===== config.mk =====
export PLATFORM = sky130hd
export DESIGN_NAME = alu_scheduler
export DESIGN_NICKNAME = d
export VERILOG_FILES = /design/src/rtl/alu_scheduler_pkg.sv /design/src/rtl/alu_scheduler_alu.sv /design/src/rtl/alu_scheduler.sv
export SDC_FILE = /design/constraint.sdc
export NUM_CORES = 1
export LEC_CHECK = 0
export ABC_AREA = 1
export CAP_MARGIN = 20
export CORE_ASPECT_RATIO = 2
export CORE_MARGIN = 2
export CORE_UTILIZATION = 34
export CTS_CLUSTER_DIAMETER = 40
export DETAILED_ROUTE_END_ITERATION = 10
export PLACE_DENSITY = 0.57
export SYNTH_ARGS = -nofsm -noshare
export SYNTH_HDL_FRONTEND = slang
export SYNTH_SLANG_ARGS = --single-unit

===== constraint.sdc =====
create_clock -name clk -period 4.9 [get_ports clk]
set_input_delay 0.735 -clock clk [delete_from_list [all_inputs] [get_ports clk]]
set_output_delay 0.735 -clock clk [all_outputs]
set_load 0.02 [all_outputs]

===== src/rtl/alu_scheduler_pkg.sv =====
// Shared definitions for the two-client ALU scheduler: opcodes, flag bit
// positions, FSM states and the opcode legality check.
package alu_scheduler_pkg;

  localparam int DATA_W = 32;
  localparam int OP_W   = 4;
  localparam int FLAG_W = 5;

  localparam logic [OP_W-1:0] ALU_AND    = 4'b0000;
  localparam logic [OP_W-1:0] ALU_OR     = 4'b0001;
  localparam logic [OP_W-1:0] ALU_XOR    = 4'b0010;
  localparam logic [OP_W-1:0] ALU_NOR    = 4'b0011;
  localparam logic [OP_W-1:0] ALU_ADD    = 4'b0100;
  localparam logic [OP_W-1:0] ALU_SUB    = 4'b0101;
  localparam logic [OP_W-1:0] ALU_SLTU   = 4'b0110;
  localparam logic [OP_W-1:0] ALU_SHL    = 4'b0111;
  localparam logic [OP_W-1:0] ALU_INC    = 4'b1000;
  localparam logic [OP_W-1:0] ALU_OP_MAX = 4'b1000;

  localparam int FLAG_ZF = 4;
  localparam int FLAG_OF = 3;
  localparam int FLAG_SF = 2;
  localparam int FLAG_CF = 1;
  localparam int FLAG_PF = 0;

  typedef enum logic [1:0] {
    ST_IDLE = 2'd0,
    ST_EXEC = 2'd1,
    ST_RESP = 2'd2
  } state_e;

  function automatic logic op_illegal(input logic [OP_W-1:0] op);
    return op > ALU_OP_MAX;
  endfunction

endpackage


===== src/rtl/alu_scheduler_alu.sv =====
// Shared combinational ALU: result F plus raw carry-out for ADD/SUB.
module alu_scheduler_alu
  import alu_scheduler_pkg::*;
(
  input  logic [OP_W-1:0]   op,
  input  logic [DATA_W-1:0] a,
  input  logic [DATA_W-1:0] b,
  output logic [DATA_W-1:0] f,
  output logic              cout
);

  localparam int               SH_W      = $clog2(DATA_W);
  localparam logic [DATA_W-1:0] SHIFT_LIM = DATA_W;
  localparam logic [DATA_W-1:0] ONE       = 1;

  logic [DATA_W:0] sum_ext;

  always_comb begin
    f       = '0;
    cout    = 1'b0;
    sum_ext = '0;
    case (op)
      ALU_AND: f = a & b;
      ALU_OR:  f = a | b;
      ALU_XOR: f = a ^ b;
      ALU_NOR: f = ~(a | b);
      ALU_ADD: begin
        sum_ext = {1'b0, a} + {1'b0, b};
        f       = sum_ext[DATA_W-1:0];
        cout    = sum_ext[DATA_W];
      end
      // Subtract as A + ~B + 1 so carry-out means "no borrow"
      ALU_SUB: begin
        sum_ext = {1'b0, a} + {1'b0, ~b} + {1'b0, ONE};
        f       = sum_ext[DATA_W-1:0];
        cout    = sum_ext[DATA_W];
      end
      ALU_SLTU: f = (a < b) ? ONE : '0;
      ALU_SHL:  f = (a >= SHIFT_LIM) ? '0 : (b << a[SH_W-1:0]);
      ALU_INC:  f = a + ONE;
      default:  f = '0;
    endcase
  end

endmodule


===== src/rtl/alu_scheduler.sv =====
// Round-robin scheduler sharing one ALU between two clients: capture on
// request handshake, execute for one cycle, hold registered result until taken.
module alu_scheduler
  import alu_scheduler_pkg::*;
#(
  parameter int CNT_W = 16
) (
  input  logic             clk,
  input  logic             rst,
  input  logic [1:0]       req_valid,
  output logic [1:0]       req_ready,
  input  logic [3:0]       req_op0,
  input  logic [3:0]       req_op1,
  input  logic [31:0]      req_a0,
  input  logic [31:0]      req_b0,
  input  logic [31:0]      req_a1,
  input  logic [31:0]      req_b1,
  output logic [1:0]       rsp_valid,
  input  logic [1:0]       rsp_ready,
  output logic [31:0]      rsp_data,
  output logic [4:0]       rsp_flags,
  output logic             rsp_err,
  output logic [CNT_W-1:0] op_count
);

  localparam logic [CNT_W-1:0] CNT_ONE = 1;

  state_e              state, state_nxt;
  logic                prio;
  logic [OP_W-1:0]     cur_op;
  logic [DATA_W-1:0]   cur_a, cur_b;
  logic                cur_id;

  logic                accept, rsp_done, grant_id;
  logic [DATA_W-1:0]   alu_f;
  logic                alu_cout;
  logic                illegal, of_add, of_sub;
  logic [FLAG_W-1:0]   flags_nxt;

  function automatic logic [FLAG_W-1:0] pack_flags(input logic [DATA_W-1:0] f,
                                                   input logic cf, input logic of);
    logic [FLAG_W-1:0] fl;
    fl          = '0;
    fl[FLAG_ZF] = (f == '0);
    fl[FLAG_OF] = of;
    fl[FLAG_SF] = f[DATA_W-1];
    fl[FLAG_CF] = cf;
    fl[FLAG_PF] = ~^f;
    return fl;
  endfunction

  // Arbitration: the prio client wins a tie; a lone requester always wins
  assign req_ready[0] = (state == ST_IDLE) & req_valid[0] & (~prio | ~req_valid[1]);
  assign req_ready[1] = (state == ST_IDLE) & req_valid[1] & ( prio | ~req_valid[0]);
  assign accept       = |(req_valid & req_ready);
  assign grant_id     = req_ready[1];
  assign rsp_done     = (state == ST_RESP) & rsp_ready[cur_id];

  always_ff @(posedge clk) begin
    if (rst) state <= ST_IDLE;
    else     state <= state_nxt;
  end

  always_comb begin
    state_nxt = state;
    case (state)
      ST_IDLE: if (accept) state_nxt = ST_EXEC;
      ST_EXEC: state_nxt = ST_RESP;
      ST_RESP: if (rsp_done) state_nxt = ST_IDLE;
      default: state_nxt = ST_IDLE;
    endcase
  end

  alu_scheduler_alu u_alu (
    .op   (cur_op),
    .a    (cur_a),
    .b    (cur_b),
    .f    (alu_f),
    .cout (alu_cout)
  );

  assign illegal = op_illegal(cur_op);
  assign of_add  = (cur_a[DATA_W-1] == cur_b[DATA_W-1]) & (alu_f[DATA_W-1] != cur_a[DATA_W-1]);
  assign of_sub  = (cur_a[DATA_W-1] != cur_b[DATA_W-1]) & (alu_f[DATA_W-1] != cur_a[DATA_W-1]);

  always_comb begin
    flags_nxt = '0;
    if (!illegal) begin
      case (cur_op)
        ALU_ADD: flags_nxt = pack_flags(alu_f, alu_cout, of_add);
        ALU_SUB: flags_nxt = pack_flags(alu_f, alu_cout, of_sub);
        default: flags_nxt = pack_flags(alu_f, 1'b0, 1'b0);
      endcase
    end
  end

  // Capture on grant, register ALU result in EXEC, release on response handshake
  always_ff @(posedge clk) begin
    if (rst) begin
      prio      <= 1'b0;
      cur_op    <= '0;
      cur_a     <= '0;
      cur_b     <= '0;
      cur_id    <= 1'b0;
      rsp_valid <= '0;
      rsp_data  <= '0;
      rsp_flags <= '0;
      rsp_err   <= 1'b0;
      op_count  <= '0;
    end else begin
      if (accept) begin
        cur_op <= grant_id ? req_op1 : req_op0;
        cur_a  <= grant_id ? req_a1  : req_a0;
        cur_b  <= grant_id ? req_b1  : req_b0;
        cur_id <= grant_id;
      end
      if (state == ST_EXEC) begin
        rsp_data  <= illegal ? '0 : alu_f;
        rsp_flags <= flags_nxt;
        rsp_err   <= illegal;
        rsp_valid <= {cur_id, ~cur_id};
      end
      if (rsp_done) begin
        rsp_valid <= '0;
        prio      <= ~cur_id;
        op_count  <= op_count + CNT_ONE;
      end
    end
  end

endmodule


==> results by group, run 1 <==
Timing
  • RSZ-0062 raised after global routing: false
  • Hold Slack: 0.467 ns
  • Max_slew headroom: 37.2%
  • Worst-margin pin slew: 0.931 ns
  • Min Tclk post-route: 4.55 ns
  • Fin crit share: 92.9%
  • Final hold viol count: 0
  • Post-route setup TNS: 0 ns
  • Worst Clk Skew: 0.0126 ns
  • Fmax: 0.220 GHz
  • Final Slew Violations: 0
  • Setup Viol. Count Final: 0

Routing
  • Post-route ant nets: 0
  • Avg Vias per Cell: 5.57
  • Drt wl/cell: 24.4 um
  • Post-Route WL: 78500 um
  • Drt pass-1 iters: 6
  • Drt initial violations: 1363
  • DRC viols: 0
  • Via count: 17900

Critical path
  • Worst EP arrival: 4.94 ns
  • Worst Path Max Fanout: 32
  • Startpoint Class: register
  • Critical Path RT: 5.29 ns
  • Crit. End Element: register
  • CP Class: register to register

Layout
  • Area grow syn2layout: 24.8%
  • Final core utilization: 43.0%
  • Filler cell count: 4674
  • Inserted Diodes: 0
  • Nets: 2925
  • Post-route cell area: 18000 um2
  • Share of cells above drive strength 1: 7.40%

Power and ir drop
  • Power Density: 329 nW/um2
  • Cell leakage power: 7.80 nW
  • Total design power: 5.93 mW
  • Maximum VDD drop: 0.000243 V

Global routing
  • Initial antenna violation count: 0
  • Gr ovfl total: 0
  • Largest net degree at the start of global routing: 69
  • Number of global-route vias before repair: 17800
  • Gr usage total: 35.5%
  • First-pass GRT wire length: 113000 um

Place
  • HPWL Detailed: 66200 um
  • I/O Buffers: 199
  • DP Area: 17400 um2
  • GP Congestion: 1.04

Worst hold path
  • Min-Delay Path Class: register to register

Die
  • I/O pin cnt: 200
  • Placement row count: 106
  • Initial core utilization: 34.4%
  • Die height: 295 um
  • Core Area: 41900 um2
  • Die W: 150 um
  • Full die area: 44200 um2

Run
  • Max cap viols: 0

Logic synthesis
  • Post-synthesis average cell area: 5.88 um2
  • Yosys warning count: 0
  • Post-synth EDFFs: 0
  • Cells after Synth: 2453
  • Synth Register Bits: 127
  • Sequential-to-total area share from yosys stat: 17.6%
  • Count of cell types in the netlist: 55
  • Top_reg_cell synth: dfxtp_1
  • Syn Nets: 2714
  • Cell Area, Synth: 14400 um2
  • Async SR Flop Fraction: 0%

Clock network
  • Clock latency on the worst-skew pair: 0.47 ns
  • CTS-repair resized insts: 0
  • H-tree Lvls: 4
  • CTS tree: built
  • Cts bufs inserted: 17
  • Postcts setup bufs: 0
  • CTS Hold Bufs: 0
  • Worst-case clock buffer depth: 2
  • CTS sink cnt: 127
  • Clock-pin slew on the worst setup and hold paths: 0.07 ns
  • Root Driver: clkbuf_16

Run status
  • Status: finished, final reports clean
[kinds of logic (layout without fill, tap and decap cells)]
| group | count (synthesis) | in the layout | share of synthesized area (%) |
|---|---|---|---|
| AOI/OAI and AO/OA | 590 | 590 | 23.5 |
| and+or+nand+nor | 1175 | 1175 | 35.1 |
| xor gates and xnor gates | 26 | 26 | 1.58 |
| adders and majority gates | 119 | 119 | 10.4 |
| muxes | 6 | 6 | 0.416 |
| buffers and inverters | 410 | 634 | 11.4 |
| DFF | 127 | 127 | 17.6 |
[layer usage]
metal  share of wire (%)  vias up  routed length, um  global-route usage (%)
met3                 4.7      257               3680                    4.57
met5                   0        -                  0                       0
met2                  51      741              40000                    64.7
met4                  10        0               7940                    29.8
met1                  34     8356              26900                    35.2
li1                    -     8570                  -                       -
[area by class of cell]
type	count	area, um2	share of cell area [%]
tap	540	676	3.75
clock inverter	13	153	0.848
multi-input combinational	1916	10300	57.0
inverter	287	1080	5.98
timing repair buffer	315	2860	15.9
sequential	127	2540	14.1
clock buffer	19	433	2.40
[registers in the layout, summed over array words and instances, names as in the netlist, 2 cells and up]
name and count:
cur_a 32, cur_b 32, rsp_data 31, op_count 16
rsp_flags 5, cur_op 4, rsp_valid 2, state 2
[worst max-delay path: stages, from the launching register on]
cell	delay, ns
dfxtp_1	0.32
inv_2	0.06
buf_4	0.38
ha_1	0.33
inv_1	0.08
nand2_1	0.06
nand2_1	0.15
and2_1	0.21
a21oi_1	0.12
o21ai_0	0.72
nand3_1	0.29
nand3_1	0.15
nand2_1	0.05
nand3_1	0.07
nand3_1	0.18
inv_1	0.14
ha_1	0.25
xnor2_1	0.18
xnor2_1	0.11
xnor2_1	0.24
xnor2_1	0.14
nand2_1	0.07
a21oi_1	0.15
[final timing paths]
path / startpoint / endpoint / slack, ns / depth (start not counted)
worst min-delay path: rsp_flags[3]$_SDFFE_PP0N_ / rsp_flags[3]$_SDFFE_PP0N_ / 0.47 / 2
worst max register to register: cur_a[1]$_SDFFE_PP0P_ / rsp_flags[0]$_SDFFE_PP0N_ / 0.35 / 22
worst min register to register: rsp_flags[3]$_SDFFE_PP0N_ / rsp_flags[3]$_SDFFE_PP0N_ / 0.47 / 2
worst max-delay path: cur_a[1]$_SDFFE_PP0P_ / rsp_flags[0]$_SDFFE_PP0N_ / 0.35 / 22
[cells in the final DEF, fill, tap and decap left out, drive strengths merged, types with 4 or more instances in the layout]
master         instances
or2                   12
nor4                  15
a21o                   7
o211ai                17
nor3                  45
a221oi                20
a31oi                  4
xor2                  15
o21ai                219
nand3                205
and3                   6
dfxtp                127
ha                   117
nand4                 36
xnor2                 11
nand2                578
buf                  117
nor3b                  4
mux2i                  6
nor2                 261
nand3b                 8
a211oi                 4
clkbuf                19
and2                   4
o21a                  74
o21bai                15
o22ai                 24
clkdlybuf4s50        198
inv                  288
clkinv                 7
a21oi                199
[per-stage QoR]
stage | instances | worst slack, ns
2_1_floorplan | 2453 | 1.33
3_3_place_gp | 3185 | 0.440
3_5_place_dp | 3185 | 0.472
4_1_cts | 3217 | 0.454
5_1_grt | 3217 | 0.161
6_report | 3217 | 0.349
[cell usage after synthesis, types with 9 or more instances]
master	n	area (um2)
nand3_1	203	1020
o21ai_1	16	80.1
inv_2	9	33.8
o21ai_0	202	1010
xor2_1	15	131
buf_2	47	235
o21a_1	74	556
o211ai_1	17	128
dfxtp_1	127	2540
nand4_1	36	225
nor4_1	15	93.8
o22ai_1	24	150
clkbuf_1	53	199
a21oi_1	198	991
buf_1	9	33.8
or2_2	9	56.3
o21bai_1	14	105
xnor2_1	11	96.3
inv_1	272	1020
nand2_1	575	2160
nor3_1	36	180
ha_1	117	1460
nor2_1	252	946
a221oi_1	20	175
[power by group]
part / internal, mW / switching [mW]
Combinational: 1.17 / 2.20
Clock: 0.758 / 0.584
Sequential: 1.13 / 0.0916
No activity file was read; power rests on OpenSTA's default activity.
==> inputs of run 2 (changes only) <==
--- a/config.mk
+++ b/config.mk
@@ -12,7 +12,9 @@
 export CORE_UTILIZATION = 34
 export CTS_CLUSTER_DIAMETER = 40
 export DETAILED_ROUTE_END_ITERATION = 10
+export GPL_ROUTABILITY_DRIVEN = 0
 export PLACE_DENSITY = 0.57
 export SYNTH_ARGS = -nofsm -noshare
 export SYNTH_HDL_FRONTEND = slang
 export SYNTH_SLANG_ARGS = --single-unit
+export TNS_END_PERCENT = 100
==> run 2 against run 1 <==
Total power decreased by 4.3%. Worst setup slack improved by 0.042 ns. Clock-buffer cell count is 1 lower. First-iteration DRC count grew 17%. Critical endpoint unchanged. Largest power group unchanged.
==> results by group, run 2 (synthesis results as in run 1) <==
Clock network
  • Clock latency on the worst-skew pair: 0.47 ns
  • Worst-case clock buffer depth: 2
  • CTS tree: built
  • Postcts setup bufs: 0
  • CTS sink cnt: 127
  • Root Driver: clkbuf_16
  • H-tree Lvls: 4
  • Cts bufs inserted: 17
  • Clock-pin slew on the worst setup and hold paths: 0.06 ns

Critical path
  • Startpoint Class: register
  • Cells on worst reg2reg path: 22
  • Worst EP arrival: 4.90 ns
  • Critical Path RT: 5.29 ns
  • Worst Path Max Fanout: 50
  • CP Class: register to register
  • Crit. End Element: register

Power and ir drop
  • Sequential power share: 21.9%
  • Cell leakage power: 7.54 nW
  • Clock share of power: 24.4%
  • Maximum VDD drop: 0.000198 V
  • Switching share of power: 46.7%
  • Combinational share of power: 53.7%
  • Cell internal pwr: 3.02 mW
  • P_sw: 2.65 mW
  • Power Density: 323 nW/um2

Run
  • Max cap viols: 0

Die
  • Die W: 150 um
  • I/O pin cnt: 200
  • Full die area: 44200 um2
  • Placement row count: 106
  • Die height: 295 um
  • Core Area: 41900 um2
  • Initial core utilization: 34.4%

Timing
  • Max_slew headroom: 30.5%
  • RSZ-0062 raised after global routing: false
  • Final Slew Violations: 0
  • Worst-margin pin slew: 1.03 ns
  • Worst Clk Skew: 0.0126 ns
  • Final WS setup: 0.391 ns
  • Post-route setup TNS: 0 ns
  • Min Tclk post-route: 4.51 ns
  • Fin crit share: 92.0%
  • Hold Slack: 0.463 ns
  • Setup Viol. Count Final: 0
  • Fmax: 0.222 GHz
  • Final hold viol count: 0

Global routing
  • Largest net degree at the start of global routing: 70
  • Gr ovfl total: 0
  • Gr usage total: 31.4%
  • Number of global-route vias before repair: 17200
  • Initial antenna violation count: 0
  • First-pass GRT wire length: 103000 um

Routing
  • Drt initial violations: 1601
  • Drt pass-1 iters: 8
  • Drt wl/cell: 22.2 um
  • Avg Vias per Cell: 5.66
  • DRC viols: 0
  • Post-route ant nets: 0
  • Post-Route WL: 70000 um
  • Via count: 17900

Layout
  • Inserted Diodes: 0
  • Nets: 2867
  • Area grow syn2layout: 21.9%
  • Most frequent cells in the layout: nand2_1, inv_1, nor2_1
  • Commonest non-fill, non-tap cell in the layout: nand2_1
  • Share of cells above drive strength 1: 5.31%
  • Largest registers: cur_a (32), cur_b (32), rsp_data (31)

Place
  • HPWL Detailed: 56100 um
  • I/O Buffers: 199
  • Dpl ws: 0.580 ns

Run status
  • Status: finished, final reports clean

Worst hold path
  • Hold Path Stages: 2
  • Min-Delay Path Class: register to register
run 2: area by class of cell:
class / count / area [um2]
clock inverter: 13 / 186
clock buffer: 18 / 429
inverter: 287 / 1080
tap: 540 / 676
fill: 4666 / 24300
timing repair buffer: 257 / 2420
sequential: 127 / 2540
multi-input combinational: 1916 / 10300
run 2: power by group through the flow:
stage	combinational, mW	sequential, mW	clock [mW]
final	3.05	1.24	1.38
after global routing	3.29	1.26	1.44
after CTS	2.96	1.24	1.41
after detailed placement	2.95	1.27	0
after global placement	2.94	1.26	0
after floorplan	1.90	1.28	0
run 2: what timing repair did:
item	4_1_cts	5_1_grt
endpoints found under the setup margin	0	1
hold buffers	0	0
resized for setup	0	1
run 2: worst max-delay path: stages (launching register included):
cell and delay, ns:
dfxtp_1 0.35, buf_4 0.45, ha_1 0.29, inv_1 0.07, fa_1 0.40, inv_1 0.09
nand3_1 0.12, o211ai_1 0.20, nand2_1 0.09, nand2_1 0.37, nand2_1 0.10, nand2_1 0.15
nand2_1 0.09, nand3_1 0.07, nand3_1 0.11, and3_1 0.19, ha_1 0.30, xnor2_1 0.28
xnor2_1 0.13, xnor2_1 0.19, xnor2_1 0.14, nand2_1 0.07, a21oi_1 0.16
run 2: path summary, 6_finish.rpt:
| path | from | to | slack (ns) |
|---|---|---|---|
| max | cur_a[0]$_SDFFE_PP0P_ | rsp_flags[0]$_SDFFE_PP0N_ | 0.39 |
| min | rsp_flags[4]$_SDFFE_PP0N_ | rsp_flags[4]$_SDFFE_PP0N_ | 0.46 |
| max reg2reg | cur_a[0]$_SDFFE_PP0P_ | rsp_flags[0]$_SDFFE_PP0N_ | 0.39 |
| min reg2reg | rsp_flags[4]$_SDFFE_PP0N_ | rsp_flags[4]$_SDFFE_PP0N_ | 0.46 |
run 2: metrics by stage:
stage | std cells | power (mW) | util [%] | cell area [um2]
floorplan | 2453 | 3.18 | - | 14400
global placement | 3127 | 4.20 | 40.5 | 17000
detailed placement | 3127 | 4.22 | 40.5 | 17000
CTS | 3158 | 5.61 | 42.0 | 17600
global route | 3158 | 5.99 | 42.0 | 17600
finish | 3158 | 5.68 | 42.0 | 17600
run 2: metal layers:
| layer | share of wire, % | vias to the layer above | track usage, % |
|---|---|---|---|
| met5 | 0 | - | 0 |
| met4 | 10 | 0 | 27.3 |
| met3 | 6.5 | 286 | 4.86 |
| met2 | 49 | 956 | 55.8 |
| met1 | 34 | 8169 | 31.4 |
| li1 | - | 8467 | - |
==> edit 1: new RTL, flow settings as in run 2 <==
The 3 states of `state_e` get a one-hot encoding in 3 bits.
--- a/src/rtl/alu_scheduler_pkg.sv
+++ b/src/rtl/alu_scheduler_pkg.sv
@@ -25,6 +25,6 @@
 
-  typedef enum logic [1:0] {
-    ST_IDLE = 2'd0,
-    ST_EXEC = 2'd1,
-    ST_RESP = 2'd2
+  typedef enum logic [2:0] {
+    ST_IDLE = 3'b001,
+    ST_EXEC = 3'b010,
+    ST_RESP = 3'b100
   } state_e;
Formal check against the unedited RTL: same outputs for any inputs over 4 cycles, from zero or initial values and one cycle with rst high; so few cycles prove little.
==> edit 1 against run 2 <==
Sequential cell count up 1. Synthesized cell count up 3.2%. Power up 14%. Count of clock-buffer cells in the layout down 1. Cell area down 0.17%. Routed wire length down 1.5%. Combinational power up 27%. Worst setup slack worse by 32 ps. Area after synthesis down 0.29%. Sequential share of layout area up 0.14 points. Critical endpoint is now rsp_flags[0]. Largest power group unchanged.
==> edit 1: results (changes against run 2) <==
| Metric | Value |
|---|---|
| Run status | `completed` |
| Signal inverters | `286 (-0.35%)` |
| Net count reported at finish | `2,946 (+2.8%)` |
| P per Cell Area | `370 nW/um^2 (+15%)` |
| Final Core Density | `0.420 (+0.000614)` |
| Drt first pass iters | `6 (-2)` |
| Post-synthesis share of cell area spent on full adders, half adders and majority gates | `0.105 (+0.000299)` |
| Post-Synthesis Net Count | `2,793 (+2.9%)` |
| Wire length of the first global-routing pass | `102,000 um (-1.4%)` |
| GRT Overall Usage | `0.309 (-0.00569)` |
| Sequential area share after synthesis | `0.178 (+0.00190)` |
| Non-Clock Buffer Count | `256 (-0.39%)` |
| Synth cell count leaders | `593 x sky130_fd_sc_hd__nand2_1, 384 x sky130_fd_sc_hd__nor2_1, 276 x sky130_fd_sc_hd__inv_1` |
| Number of filler instances in the final layout | `4,636 (-0.64%)` |
| Synth unique cells | `53 (-3.6%)` |
| Multiplexer share of the synthesized area | `0.00348 (-0.000684)` |
| Number of violations reported at the end of detailed-routing iteration 0 | `1,499 (-6.4%)` |
| Clock distribution area overhead in the final layout | `0.0334 (-0.00158)` |
| Count of multi-input combinational gates | `1,996 (+4.2%)` |
| Vias | `18.2k (+1.8%)` |
| Length of routed met2 wiring | `34,000 um (-2.0%)` |
| Multi-input gate share of total cell area | `0.583 (about the same)` |
| HPWL reported at the end of detailed placement | `55,400 um (-1.3%)` |
| Clock Skews | `10.2 ps (-2.39 ps)` |
| Share of post-route cells with drive strength above 1 | `0.0441 (-0.00899)` |
| Worst path max stage delay | `950 ps (+500 ps)` |
| Sum of met3 wire segment lengths after detailed routing | `4280 um (-5.2%)` |
| Met2 track demand over resource | `0.542 (-0.0164)` |
| Layout non-clock buf frac | `0.138 (-0.000191)` |
| Detailed-route wire length on metal 1 | `23,500 um (-1.2%)` |
| Cell family with most CP delay | `compound AO/OA/AOI/OAI gates` |
| Worst ir drop on vdd | `0.225 mV (+14%)` |
| Number of global-route vias before repair | `17.4k (+1.5%)` |
| Met3 Use GR | `0.0492 (+0.000617)` |
| Slew @ Worst Pin | `1200 ps (+165 ps)` |
| Maximum number of pins on one net before global-route repair | `97 (+39%)` |
| CP max FO | `7 (-86%)` |
| Cell types occupying the most area after synthesis | `sky130_fd_sc_hd__dfxtp_1 18%, sky130_fd_sc_hd__nand2_1 15%, sky130_fd_sc_hd__ha_1 10%, sky130_fd_sc_hd__nor2_1 10%, sky130_fd_sc_hd__o21ai_0 7.8%` |
| Leak pwr | `7.70 nW (+2.1%)` |
| Sequential portion of the cell area | `0.146 (+0.00139)` |
| Setup WS pre-CTS | `691 ps (+111 ps)` |
==> edit 1: cell count changes after synthesis, sizes merged, moves of 4 or more <==
cell	change
clkbuf	+14
xor2	-7
nand4	-5
buf	-15
clkinv	-4
o21ai	+11
nor2	+127
nand2	+16
o21a	-69
==> edit 1: power breakdown <==
part / total (W) / leakage [nW] / switching (W) / internal [W]
logic: 0.00387 / 6.37 / 0.00256 / 0.00131
registers: 0.00130 / 1.05 / 0.000152 / 0.00115
clock network: 0.00132 / 0.287 / 0.000568 / 0.000754
==> edit 1: final timing paths <==
path,startpoint,end,slack [ps],cells past startpoint
worst max-delay path,cur_b[17],rsp_flags[0],360,19
worst min-delay path,rsp_flags[1],rsp_flags[1],470,2
worst max register to register,cur_b[17],rsp_flags[0],360,19
worst min register to register,rsp_flags[1],rsp_flags[1],470,2
==> edit 1: tightest hold or removal path: cells and delay by family, from the launching register on <==
kind | cells | cell delay, ps
DFF | 1 | 310
AOI/OAI and AO/OA | 1 | 60
and+or+nand+nor | 1 | 60
==> edit 2: new RTL, settings of run 2 <==
Made on the original files. The parameter `CNT_W` goes from 16 to 32.
--- a/src/rtl/alu_scheduler.sv
+++ b/src/rtl/alu_scheduler.sv
@@ -5,3 +5,3 @@
 #(
-  parameter int CNT_W = 16
+  parameter int CNT_W = 32
 ) (
Ports: changed (resized op_count); port bits go from 200 to 216. No check against the original RTL was run, so the function may have changed too.
==> edit 2 against run 2 <==
Sequential cell count is 16 higher. Routed wire length is 7.8% higher. Cell area is 5.2% higher. Global-route usage is 0.19 points higher. Area after synthesis is 5.1% higher. Power is 4.4% higher. Worst setup slack worse by 270 ps. Worst hold slack better by 5.5 ps. Largest power group unchanged.
==> edit 2: results (changes against run 2) <==
| Metric | Value |
|---|---|
| Gate power share | `0.524 (-0.013)` |
| Synth unique cells | `58 (+5.5%)` |
| GRT Overall Usage | `0.316 (+0.00186)` |
| Launching element of the worst setup path | `cur_a[15]` |
| Area share of xor/xnor cells in the synthesized design | `0.0208 (+0.00500)` |
| Net count reported at finish | `2,993 (+4.4%)` |
| Cell types occupying the most area after synthesis | `sky130_fd_sc_hd__dfxtp_1 19%, sky130_fd_sc_hd__nand2_1 16%, sky130_fd_sc_hd__ha_1 9.6%, sky130_fd_sc_hd__nand3_1 7.3%, sky130_fd_sc_hd__inv_1 6.8%` |
| Max Used Layer | `met4` |
| Hold path endpoint | `rsp_flags[1]` |
| Post-synthesis share of cell area spent on full adders, half adders and majority gates | `0.0991 (-0.00508)` |
| Met2 track demand over resource | `0.570 (+0.0117)` |
| Sequential group share of total power | `0.237 (+0.018)` |
| Number of antenna violations at the first check in global routing | `1 (+1)` |
| Wire length of the first global-routing pass | `110,000 um (+6.9%)` |
| Setup WS pre-CTS | `527 ps (-52.5 ps)` |
| Sum of met3 wire segment lengths after detailed routing | `4950 um (+9.6%)` |
| Maximum number of pins on one net before global-route repair | `69 (-1.4%)` |
| Run status | `completed` |
| Number of global-route vias before repair | `18.2k (+5.7%)` |
| Detailed-route wire length on metal 1 | `25,000 um (+5.0%)` |
| P per Cell Area | `320 nW/um^2 (-0.78%)` |
| Post-Synthesis Net Count | `2,824 (+4.1%)` |
| Worst hold margin | `469 ps (+5.45 ps)` |
| Vias | `19.0k (+6.0%)` |
| Met3 Use GR | `0.0596 (+0.0110)` |
| Length of routed met2 wiring | `37,100 um (+7.0%)` |
| Synth cell count leaders | `627 x sky130_fd_sc_hd__nand2_1, 276 x sky130_fd_sc_hd__inv_1, 260 x sky130_fd_sc_hd__nor2_1` |
| Post-synthesis instance total | `2,563 (+4.5%)` |
| Met1 GRT Util | `0.300 (-0.0140)` |
| Share of post-route cells with drive strength above 1 | `0.0506 (-0.00246)` |
| Worst slew margin relative to its limit | `0.232 (-0.0731)` |
| Cell area after placement | `17,900 um^2 (+5.3%)` |
edit 2: cell count changes after synthesis, moves of 6 or more:
cell | before | now
sky130_fd_sc_hd__nor2_1 | 252 | 260
sky130_fd_sc_hd__nand3_1 | 203 | 221
sky130_fd_sc_hd__nand2_1 | 575 | 627
sky130_fd_sc_hd__nand3b_1 | 8 | 2
sky130_fd_sc_hd__xor2_1 | 15 | 23
sky130_fd_sc_hd__dfxtp_1 | 127 | 143
sky130_fd_sc_hd__nor3_1 | 36 | 45
sky130_fd_sc_hd__inv_2 | 9 | 17
sky130_fd_sc_hd__o211ai_1 | 17 | 28
edit 2: critical path: stages (launching register included):
cell and delay, ps:
sky130_fd_sc_hd__dfxtp_1 490, sky130_fd_sc_hd__inv_1 150, sky130_fd_sc_hd__ha_1 490, sky130_fd_sc_hd__inv_1 140, sky130_fd_sc_hd__a21o_1 210, sky130_fd_sc_hd__a21oi_1 420
sky130_fd_sc_hd__o21ai_0 220, sky130_fd_sc_hd__nand2_1 200, sky130_fd_sc_hd__nand3_1 120, sky130_fd_sc_hd__a21oi_1 480, sky130_fd_sc_hd__nand3_1 180, sky130_fd_sc_hd__nand2_1 100
sky130_fd_sc_hd__inv_1 40, sky130_fd_sc_hd__ha_1 290, sky130_fd_sc_hd__xor2_1 160, sky130_fd_sc_hd__xnor2_1 140, sky130_fd_sc_hd__xnor2_1 490, sky130_fd_sc_hd__xnor2_1 180
sky130_fd_sc_hd__nand2_1 60, sky130_fd_sc_hd__a21oi_1 140
edit 2: cell type report:
type,instances,area [um^2]
diodes,1,2.50
inverters,297,1120
fillers,4893,25700
clock inverters,14,179
multi-input cells,2005,10700
flip-flops and latches,143,2860
clock buffers,18,429
repair buffers,268,2560
well taps,555,694
